===== config.mk =====
export PLATFORM = sky130hd
export DESIGN_NAME = lifo_stack_ctrl_flat
export DESIGN_NICKNAME = d
export VERILOG_FILES = /design/src/rtl/lifo_stack_ctrl_if.sv /design/src/rtl/lifo_stack_ctrl.sv /design/src/flat_wrapper.sv
export SDC_FILE = /design/constraint.sdc
export NUM_CORES = 1
export LEC_CHECK = 0
export BUFFER_PORTS_ARGS = -buffer_cell sky130_fd_sc_hd__buf_2
export CAP_MARGIN = 10
export CORE_MARGIN = 2
export CORE_UTILIZATION = 49
export DETAILED_ROUTE_END_ITERATION = 8
export PLACE_DENSITY = 0.78
export SLEW_MARGIN = 20
export SYNTH_ARGS = -nofsm -noshare
export SYNTH_HDL_FRONTEND = slang
export SYNTH_SLANG_ARGS = --single-unit

===== constraint.sdc =====
create_clock -name clk -period 3.9 [get_ports clk]
set_clock_uncertainty 0.05 [all_clocks]
set_input_delay 0.585 -clock clk [delete_from_list [all_inputs] [get_ports clk]]
set_output_delay 0.585 -clock clk [all_outputs]
set_load 0.02 [all_outputs]

===== src/rtl/lifo_stack_ctrl_if.sv =====
// Bus bundle for lifo_stack_ctrl: request side (clear/push/pop/data) and
// status side (data path, occupancy and flags).
interface lifo_stack_ctrl_if #(
  parameter int WIDTH = 8,
  parameter int DEPTH = 8
);
  localparam int CW = $clog2(DEPTH + 1);

  logic             clear;
  logic             push;
  logic             pop;
  logic [WIDTH-1:0] data_in;
  logic [WIDTH-1:0] data_out;
  logic             data_valid;
  logic [WIDTH-1:0] top;
  logic [CW-1:0]    count;
  logic             full;
  logic             empty;
  logic             almost_full;
  logic             almost_empty;
  logic             overflow;
  logic             underflow;

  modport master (
    output clear, push, pop, data_in,
    input  data_out, data_valid, top, count, full, empty,
           almost_full, almost_empty, overflow, underflow
  );

  modport slave (
    input  clear, push, pop, data_in,
    output data_out, data_valid, top, count, full, empty,
           almost_full, almost_empty, overflow, underflow
  );
endinterface


===== src/rtl/lifo_stack_ctrl.sv =====
// Parametrised LIFO stack with peek, replace-top on simultaneous push/pop,
// threshold flags and sticky overflow/underflow errors.
module lifo_stack_ctrl #(
  parameter int WIDTH     = 8,
  parameter int DEPTH     = 8,
  parameter int AF_THRESH = DEPTH - 1,
  parameter int AE_THRESH = 1
) (
  input  logic                 clk,
  input  logic                 reset,
  lifo_stack_ctrl_if.slave     bus
);
  localparam int CW = $clog2(DEPTH + 1);
  localparam int AW = (DEPTH > 1) ? $clog2(DEPTH) : 1;

  logic [WIDTH-1:0] mem_r [DEPTH];
  logic [CW-1:0]    count_r;
  logic [WIDTH-1:0] data_out_r;
  logic             data_valid_r;
  logic             overflow_r;
  logic             underflow_r;

  logic             full_s;
  logic             empty_s;
  logic             pop_ok_s;
  logic             push_ok_s;
  logic [AW-1:0]    top_idx_s;
  logic [AW-1:0]    wr_idx_s;
  logic [WIDTH-1:0] top_s;

  // Accept decisions, write index and top-of-stack peek, all from registered state
  always_comb begin
    full_s    = (count_r == CW'(DEPTH));
    empty_s   = (count_r == {CW{1'b0}});
    pop_ok_s  = bus.pop & ~empty_s;
    push_ok_s = bus.push & (~full_s | pop_ok_s);
    top_idx_s = AW'(count_r - CW'(1));
    // A replace overwrites the current top instead of the next free slot
    if (pop_ok_s) begin
      wr_idx_s = top_idx_s;
    end else begin
      wr_idx_s = AW'(count_r);
    end
    if (empty_s) begin
      top_s = {WIDTH{1'b0}};
    end else begin
      top_s = mem_r[top_idx_s];
    end
  end

  // Storage array; intentionally not reset
  always_ff @(posedge clk) begin
    if (push_ok_s && !bus.clear && !reset) begin
      mem_r[wr_idx_s] <= bus.data_in;
    end
  end

  // Occupancy, popped-data register and sticky error flags
  always_ff @(posedge clk or posedge reset) begin
    if (reset) begin
      count_r      <= {CW{1'b0}};
      data_out_r   <= {WIDTH{1'b0}};
      data_valid_r <= 1'b0;
      overflow_r   <= 1'b0;
      underflow_r  <= 1'b0;
    end else if (bus.clear) begin
      count_r      <= {CW{1'b0}};
      data_out_r   <= {WIDTH{1'b0}};
      data_valid_r <= 1'b0;
      overflow_r   <= 1'b0;
      underflow_r  <= 1'b0;
    end else begin
      data_valid_r <= pop_ok_s;
      if (pop_ok_s) begin
        data_out_r <= top_s;
      end
      if (bus.push && !push_ok_s) begin
        overflow_r <= 1'b1;
      end
      if (bus.pop && !pop_ok_s) begin
        underflow_r <= 1'b1;
      end
      case ({push_ok_s, pop_ok_s})
        2'b10:   count_r <= count_r + CW'(1);
        2'b01:   count_r <= count_r - CW'(1);
        default: count_r <= count_r;
      endcase
    end
  end

  assign bus.count        = count_r;
  assign bus.data_out     = data_out_r;
  assign bus.data_valid   = data_valid_r;
  assign bus.overflow     = overflow_r;
  assign bus.underflow    = underflow_r;
  assign bus.top          = top_s;
  assign bus.full         = full_s;
  assign bus.empty        = empty_s;
  assign bus.almost_full  = (count_r >= CW'(AF_THRESH));
  assign bus.almost_empty = (count_r <= CW'(AE_THRESH));
endmodule

===== src/flat_wrapper.sv =====
// flat-port wrapper written by rule: the top's interface ports become plain ports
module lifo_stack_ctrl_flat 
#(
  parameter int WIDTH     = 8,
  parameter int DEPTH     = 8,
  parameter int AF_THRESH = DEPTH - 1,
  parameter int AE_THRESH = 1
)
  (clk, reset, bus_clear, bus_push, bus_pop, bus_data_in, bus_data_out, bus_data_valid, bus_top, bus_count, bus_full, bus_empty, bus_almost_full, bus_almost_empty, bus_overflow, bus_underflow);
  lifo_stack_ctrl_if #(.WIDTH(WIDTH), .DEPTH(DEPTH)) bus_i ();
  input  logic clk;
  input  logic reset;
  input wire logic [$bits(bus_i.clear)-1:0] bus_clear;
  input wire logic [$bits(bus_i.push)-1:0] bus_push;
  input wire logic [$bits(bus_i.pop)-1:0] bus_pop;
  input wire logic [$bits(bus_i.data_in)-1:0] bus_data_in;
  output wire logic [$bits(bus_i.data_out)-1:0] bus_data_out;
  output wire logic [$bits(bus_i.data_valid)-1:0] bus_data_valid;
  output wire logic [$bits(bus_i.top)-1:0] bus_top;
  output wire logic [$bits(bus_i.count)-1:0] bus_count;
  output wire logic [$bits(bus_i.full)-1:0] bus_full;
  output wire logic [$bits(bus_i.empty)-1:0] bus_empty;
  output wire logic [$bits(bus_i.almost_full)-1:0] bus_almost_full;
  output wire logic [$bits(bus_i.almost_empty)-1:0] bus_almost_empty;
  output wire logic [$bits(bus_i.overflow)-1:0] bus_overflow;
  output wire logic [$bits(bus_i.underflow)-1:0] bus_underflow;
  assign bus_i.clear = bus_clear;
  assign bus_i.push = bus_push;
  assign bus_i.pop = bus_pop;
  assign bus_i.data_in = bus_data_in;
  assign bus_data_out = bus_i.data_out;
  assign bus_data_valid = bus_i.data_valid;
  assign bus_top = bus_i.top;
  assign bus_count = bus_i.count;
  assign bus_full = bus_i.full;
  assign bus_empty = bus_i.empty;
  assign bus_almost_full = bus_i.almost_full;
  assign bus_almost_empty = bus_i.almost_empty;
  assign bus_overflow = bus_i.overflow;
  assign bus_underflow = bus_i.underflow;
  lifo_stack_ctrl #(.WIDTH(WIDTH), .DEPTH(DEPTH), .AF_THRESH(AF_THRESH), .AE_THRESH(AE_THRESH)) u_core (.clk(clk), .reset(reset), .bus(bus_i));
endmodule

**After elaboration in Yosys (flattened, before gate mapping)**

Memories as Yosys holds them, arrays and structs flattened.
Index checks and enable logic that the tools add are counted.

- Memories kept: 1
- Logic and storage cells: 44
- Register bits after elaboration: 15
- RAM bits: 64
- Input port bits: 13

Memory list:

| memory | words | width | read ports | clocked after memory_dff | write ports | line | text |
|---|---|---|---|---|---|---|---|
| u_core.mem_r | 8 | 8 | 1 | 0 | 1 | lifo_stack_ctrl.sv:16 | `logic [WIDTH-1:0] mem_r [DEPTH];` |

- $add $sub $neg: 2
- $lt $le $gt $ge: 2
- Bitwise gates (word level): 5
- Equal/unequal tests: 3
- Reductions and logical operators: 13
- Muxes and demuxes: 13

Operators with widths:

| cell | count |
|---|---|
| two-way mux 8 bit | 3 |
| case mux 4 bit (2 select lines) | 1 |
| two-way mux 1 bit | 7 |
| nonzero test 2 bit | 3 |
| adder 4 x 1 -> 4 bit, second input constant | 1 |
| equality test 4 bit, second input constant | 1 |
| >= comparator 4 x 3 -> 1 bit, second input constant | 1 |
| <= comparator 4 x 1 -> 1 bit, second input constant | 1 |
| logical AND 1 bit | 4 |
| zero test 1 bit | 4 |
| zero test 4 bit | 1 |
| two-way mux 4 bit | 1 |
| subtractor 4 x 1 -> 4 bit, second input constant | 1 |
| two-way mux 3 bit | 1 |
| nonzero test 3 bit | 1 |
| bitwise AND 1 bit | 2 |
| equality test 2 x 1 -> 1 bit, second input constant | 1 |
| equality test 2 bit, second input constant | 1 |
| NOT 1 bit | 2 |
| OR 1 bit | 1 |

**Depth between registers and ports, before layout**

- Depth in word-level cells: 9
- Mapped depth: 10
- Mapped depth without buffers: 8

**Least setup slack after synthesis**

No wires, ideal clock.

- Path kind: reg2out
- Start: register u_core.count_r[0], in the netlist u_core.bus.count[0]
- End: output port bus_top[0]
- Path buffers: 3
- Data required time: 3.265 ns
- Arrival: 2.348 ns
- Cell stages (with the launch flop): 9
- Slack: 0.917 ns
- Cell sequence: dfrtp_1 buf_6 buf_2 inv_1 ha_1 clkbuf_1 mux4_2 mux2i_1 nor2_1

- Cells in the longest elaborated chain, start to end: 3

RTL lines:

| element | line | text |
|---|---|---|
| start: declaration | lifo_stack_ctrl.sv:17 | `logic [CW-1:0] count_r;` |
| start signal: assignment | lifo_stack_ctrl.sv:61 | `count_r <= {CW{1'b0}};` |
| start signal: assignment | lifo_stack_ctrl.sv:67 | `count_r <= {CW{1'b0}};` |
| start signal: assignment | lifo_stack_ctrl.sv:84 | `2'b10: count_r <= count_r + CW'(1);` |
| subtractor 4 x 1 -> 4 bit | lifo_stack_ctrl.sv:37 | `top_idx_s = AW'(count_r - CW'(1));` |
| memory (8 x 8 bit) | - |  |
| two-way mux 8 bit * | lifo_stack_ctrl.sv:44 | `if (empty_s) begin` |
| end: declaration | flat_wrapper.sv:19 | `output wire logic [$bits(bus_i.top)-1:0] bus_top;` |

Every way passes the cells marked *; elsewhere a longest branch is shown, timed or not.

**Worst setup path in the final report**

- Start: register u_core.count_r[1], in the netlist u_core.bus.count[1]
- End: output port bus_top[1]

The elaborated chain is that of the path after synthesis.

==> summary.md <==
| Metric | Value |
|---|---|
| DP Wirelength | 4.413 mm |
| Setup TNS | 0 ps |
| Post-synth cell types | 40 |
| Core Area | 6832 sq um |
| Initial DRC count | 155 |
| RSZ-0062 raised after global routing | false |
| Worst reg2reg path startpoint | u_core.bus.count[1]$_DFFE_PP0P_ |
| CTS max path bufs | 2 |
| Yosys warning count | 0 |
| Worst Tran Pin Value | 887.3 ps |
| Crit Path Max Fanout | 12 |
| Setup Viol. Count Final | 0 |
| Vias | 2009 |
| Die area | 7802 sq um |
| Multi-input gate area | 1075 sq um |
| Fmax | 297.3 MHz |
| Seq/Total Area, Yosys | 65.92% |
| Post-CTS setup buffers | 0 |
| Max Cap Violations | 0 |
| Clk slew on worst S/H paths | 90 ps |
| All-Layer GR Usage | 18.56% |
| H-tree depth | 3 |
| Mapped Cells | 224 |
| Critical path required time | 3260 ps |
| Most frequent cells in the layout | edfxtp_1, buf_2, nor2_1 |
| Avg WL per Cell | 17.79 um |
| Overflow after GRT | 0 |
| Util after Layout | 57.53% |
| Worst Hold Class | in -> async |
| Area delta synth->final | 12.78% |
| Pleak | 0.001465 uW |
| CTS tree | built |
| PwrDens | 587.6 nW/um^2 |
| Synth Cell Area | 3485 sq um |
| Fillers | 549 |
| Crit start category | flip-flop |
| Largest net degree at the start of global routing | 28 |
| Mean post-synth cell area | 15.56 sq um |
| Syn Nets | 241 |
| Inst Count DP | 351 |
| DRC Markers | 0 |
| Most common cell after layout, fill and taps aside | edfxtp_1 |
| Tmin final | 3363 ps |
| Critical path origin | u_core.bus.count[1]$_DFFE_PP0P_ |
| Worst slew margin | 40.63% |
| Status | complete, no violations |
| Hold Slack | 254.2 ps |
| Vias per std cell | 5.474 |
| WS Path Type | reg -> out |
| Register area | 2297 sq um |
| Antenna-violating nets left | 0 |
| 1st-pass router iterations | 4 |
| Fin. max-slew vios | 0 |
| Die Width | 88.33 um |
| Post-cts repair resize count | 0 |
| Nature of the critical path endpoint | output port |
| Die Span Y | 88.33 um |
| Peak VDD IR | 0.1986 mV |
| N_diodes | 0 |
| Fin. Hold Viols | 0 |
| R2R Setup Slk | 900 ps |
| First-pass GRT wire length | 10.28 mm |
| Share of cells above drive strength 1 | 32.84% |
| Tot Pwr | 2309 uW |
| Worst Setup EP | bus_top[1] |
| Placer Congestion | 0.7869 |
| IO Port Bufs | 39 |
| Clock sinks | 79 |
| Vias in the first global route | 1874 |
| Final Net Count | 283 |
| Final period utilization | 86.24% |
| CTS Buf Count | 9 |
| FF+latch count, synth | 79 |
| Top Ports | 40 |
| Cell row count | 30 |
| Clock root buffer | clkbuf_8 |
| Final std cells w/o fill | 367 |
| Post-CTS Hold Buffers | 0 |
| Post-Route WL | 6.530 mm |
| Clk Latency, worst-skew pair | 340 ps |
| Arrival @ worst endpoint | 2730 ps |
| Initial core utilization | 51.01% |
| Reg2Reg Capture Point | u_core.mem_r[2][1]$_DFFE_PP_ |
| Initial antenna violation count | 0 |
| FF-to-FF path depth | 7 |
[worst min-delay path by stage]
stage / cells after the start / end / slack, ps / from
after floorplan: 1 / u_core.bus.count[0]$_DFFE_PP0P_ / 440 / reset
after global placement: 2 / u_core.bus.overflow$_DFFE_PP0P_ / 420 / u_core.bus.overflow$_DFFE_PP0P_
after detailed placement: 2 / u_core.bus.underflow$_DFFE_PP0P_ / 430 / u_core.bus.underflow$_DFFE_PP0P_
after CTS: 2 / u_core.bus.data_out[5]$_DFFE_PP0P_ / 260 / reset
after global routing: 2 / u_core.bus.data_out[0]$_DFFE_PP0P_ / 290 / reset
final: 2 / u_core.bus.data_out[0]$_DFFE_PP0P_ / 250 / reset
[power by group]
group / internal (uW) / switching, uW
clock: 234 / 292
combinational: 305 / 485
sequential: 961 / 31.2
[metal layers]
metal / wire length (um) / vias up / track usage (%)
met1: 2903 / 996 / 26.75
met5: 0 / - / 0
met3: 467 / 8 / 5.597
met2: 3078 / 72 / 27.20
met4: 80 / 0 / 6.336
li1: - / 933 / -
[metrics by stage]
step / area (sq um) / setup slack [ps]
after floorplan: 3485 / 917.0
after global placement: 3759 / 983.5
after detailed placement: 3759 / 877.4
after CTS: 3930 / 498.2
after global routing: 3930 / 276.4
final: 3930 / 536.7
[layout make-up]
type / instances / area share, %
clock buffer: 10 / 3.247
clock inverter: 6 / 1.114
inverter: 5 / 0.4776
multi-input combinational: 125 / 27.35
sequential: 79 / 58.45
tap: 96 / 3.056
timing repair buffer: 46 / 6.304
[critical path, cell delays in order (launching register included)]
cell	delay (ps)
dfrtp_1	500
inv_1	170
ha_1	590
buf_4	290
mux4_2	310
mux2i_1	300
nor2_1	60
buf_2	160
[logic make-up (layout without fill, tap and decap cells)]
group	after synthesis	count (layout)	synth area share, %
flip-flops	79	79	65.92
multiplexers	25	25	12.93
adder cells (fa/ha/maj)	4	4	1.436
AND/OR/NAND/NOR	64	64	8.941
AO/OA/AOI/OAI	28	28	6.319
buffers and inverters	20	67	3.231
XOR/XNOR	4	4	1.221
[synthesized netlist by cell type (all sizes together)]
library cell,count,area share [%]
edfxtp,64,55
nor2,32,3.4
mux4,16,10
dfrtp,15,11
mux2i,9,2.6
nand2,9,0.97
a211oi,8,2.7
a21oi,8,1.1
buf,8,1.9
nor3,8,1.4
clkbuf,7,0.75
inv,5,0.54
ha,4,1.4
nand2b,3,0.54
a21o,2,0.43
a22oi,2,0.43
a31oi,2,0.36
nand3b,2,0.43
nor2b,2,0.36
o21ai,2,0.29
or3,2,0.36
xnor2,2,0.50
xor2,2,0.72
a21boi,1,0.22
a41oi,1,0.25
and2,1,0.18
nand4,1,0.18
nand4b,1,0.25
nor3b,1,0.22
nor4b,1,0.25
o21a,1,0.22
o311ai,1,0.25
or3b,1,0.32
[sequential cells by signal, summed over array words and instances, names as in the netlist]
signal,flops
u_core.bus.data_valid,1
u_core.bus.underflow,1
u_core.bus.overflow,1
u_core.mem_r,64
u_core.bus.data_out,8
u_core.bus.count,4
(Power assumes the default switching activity.)
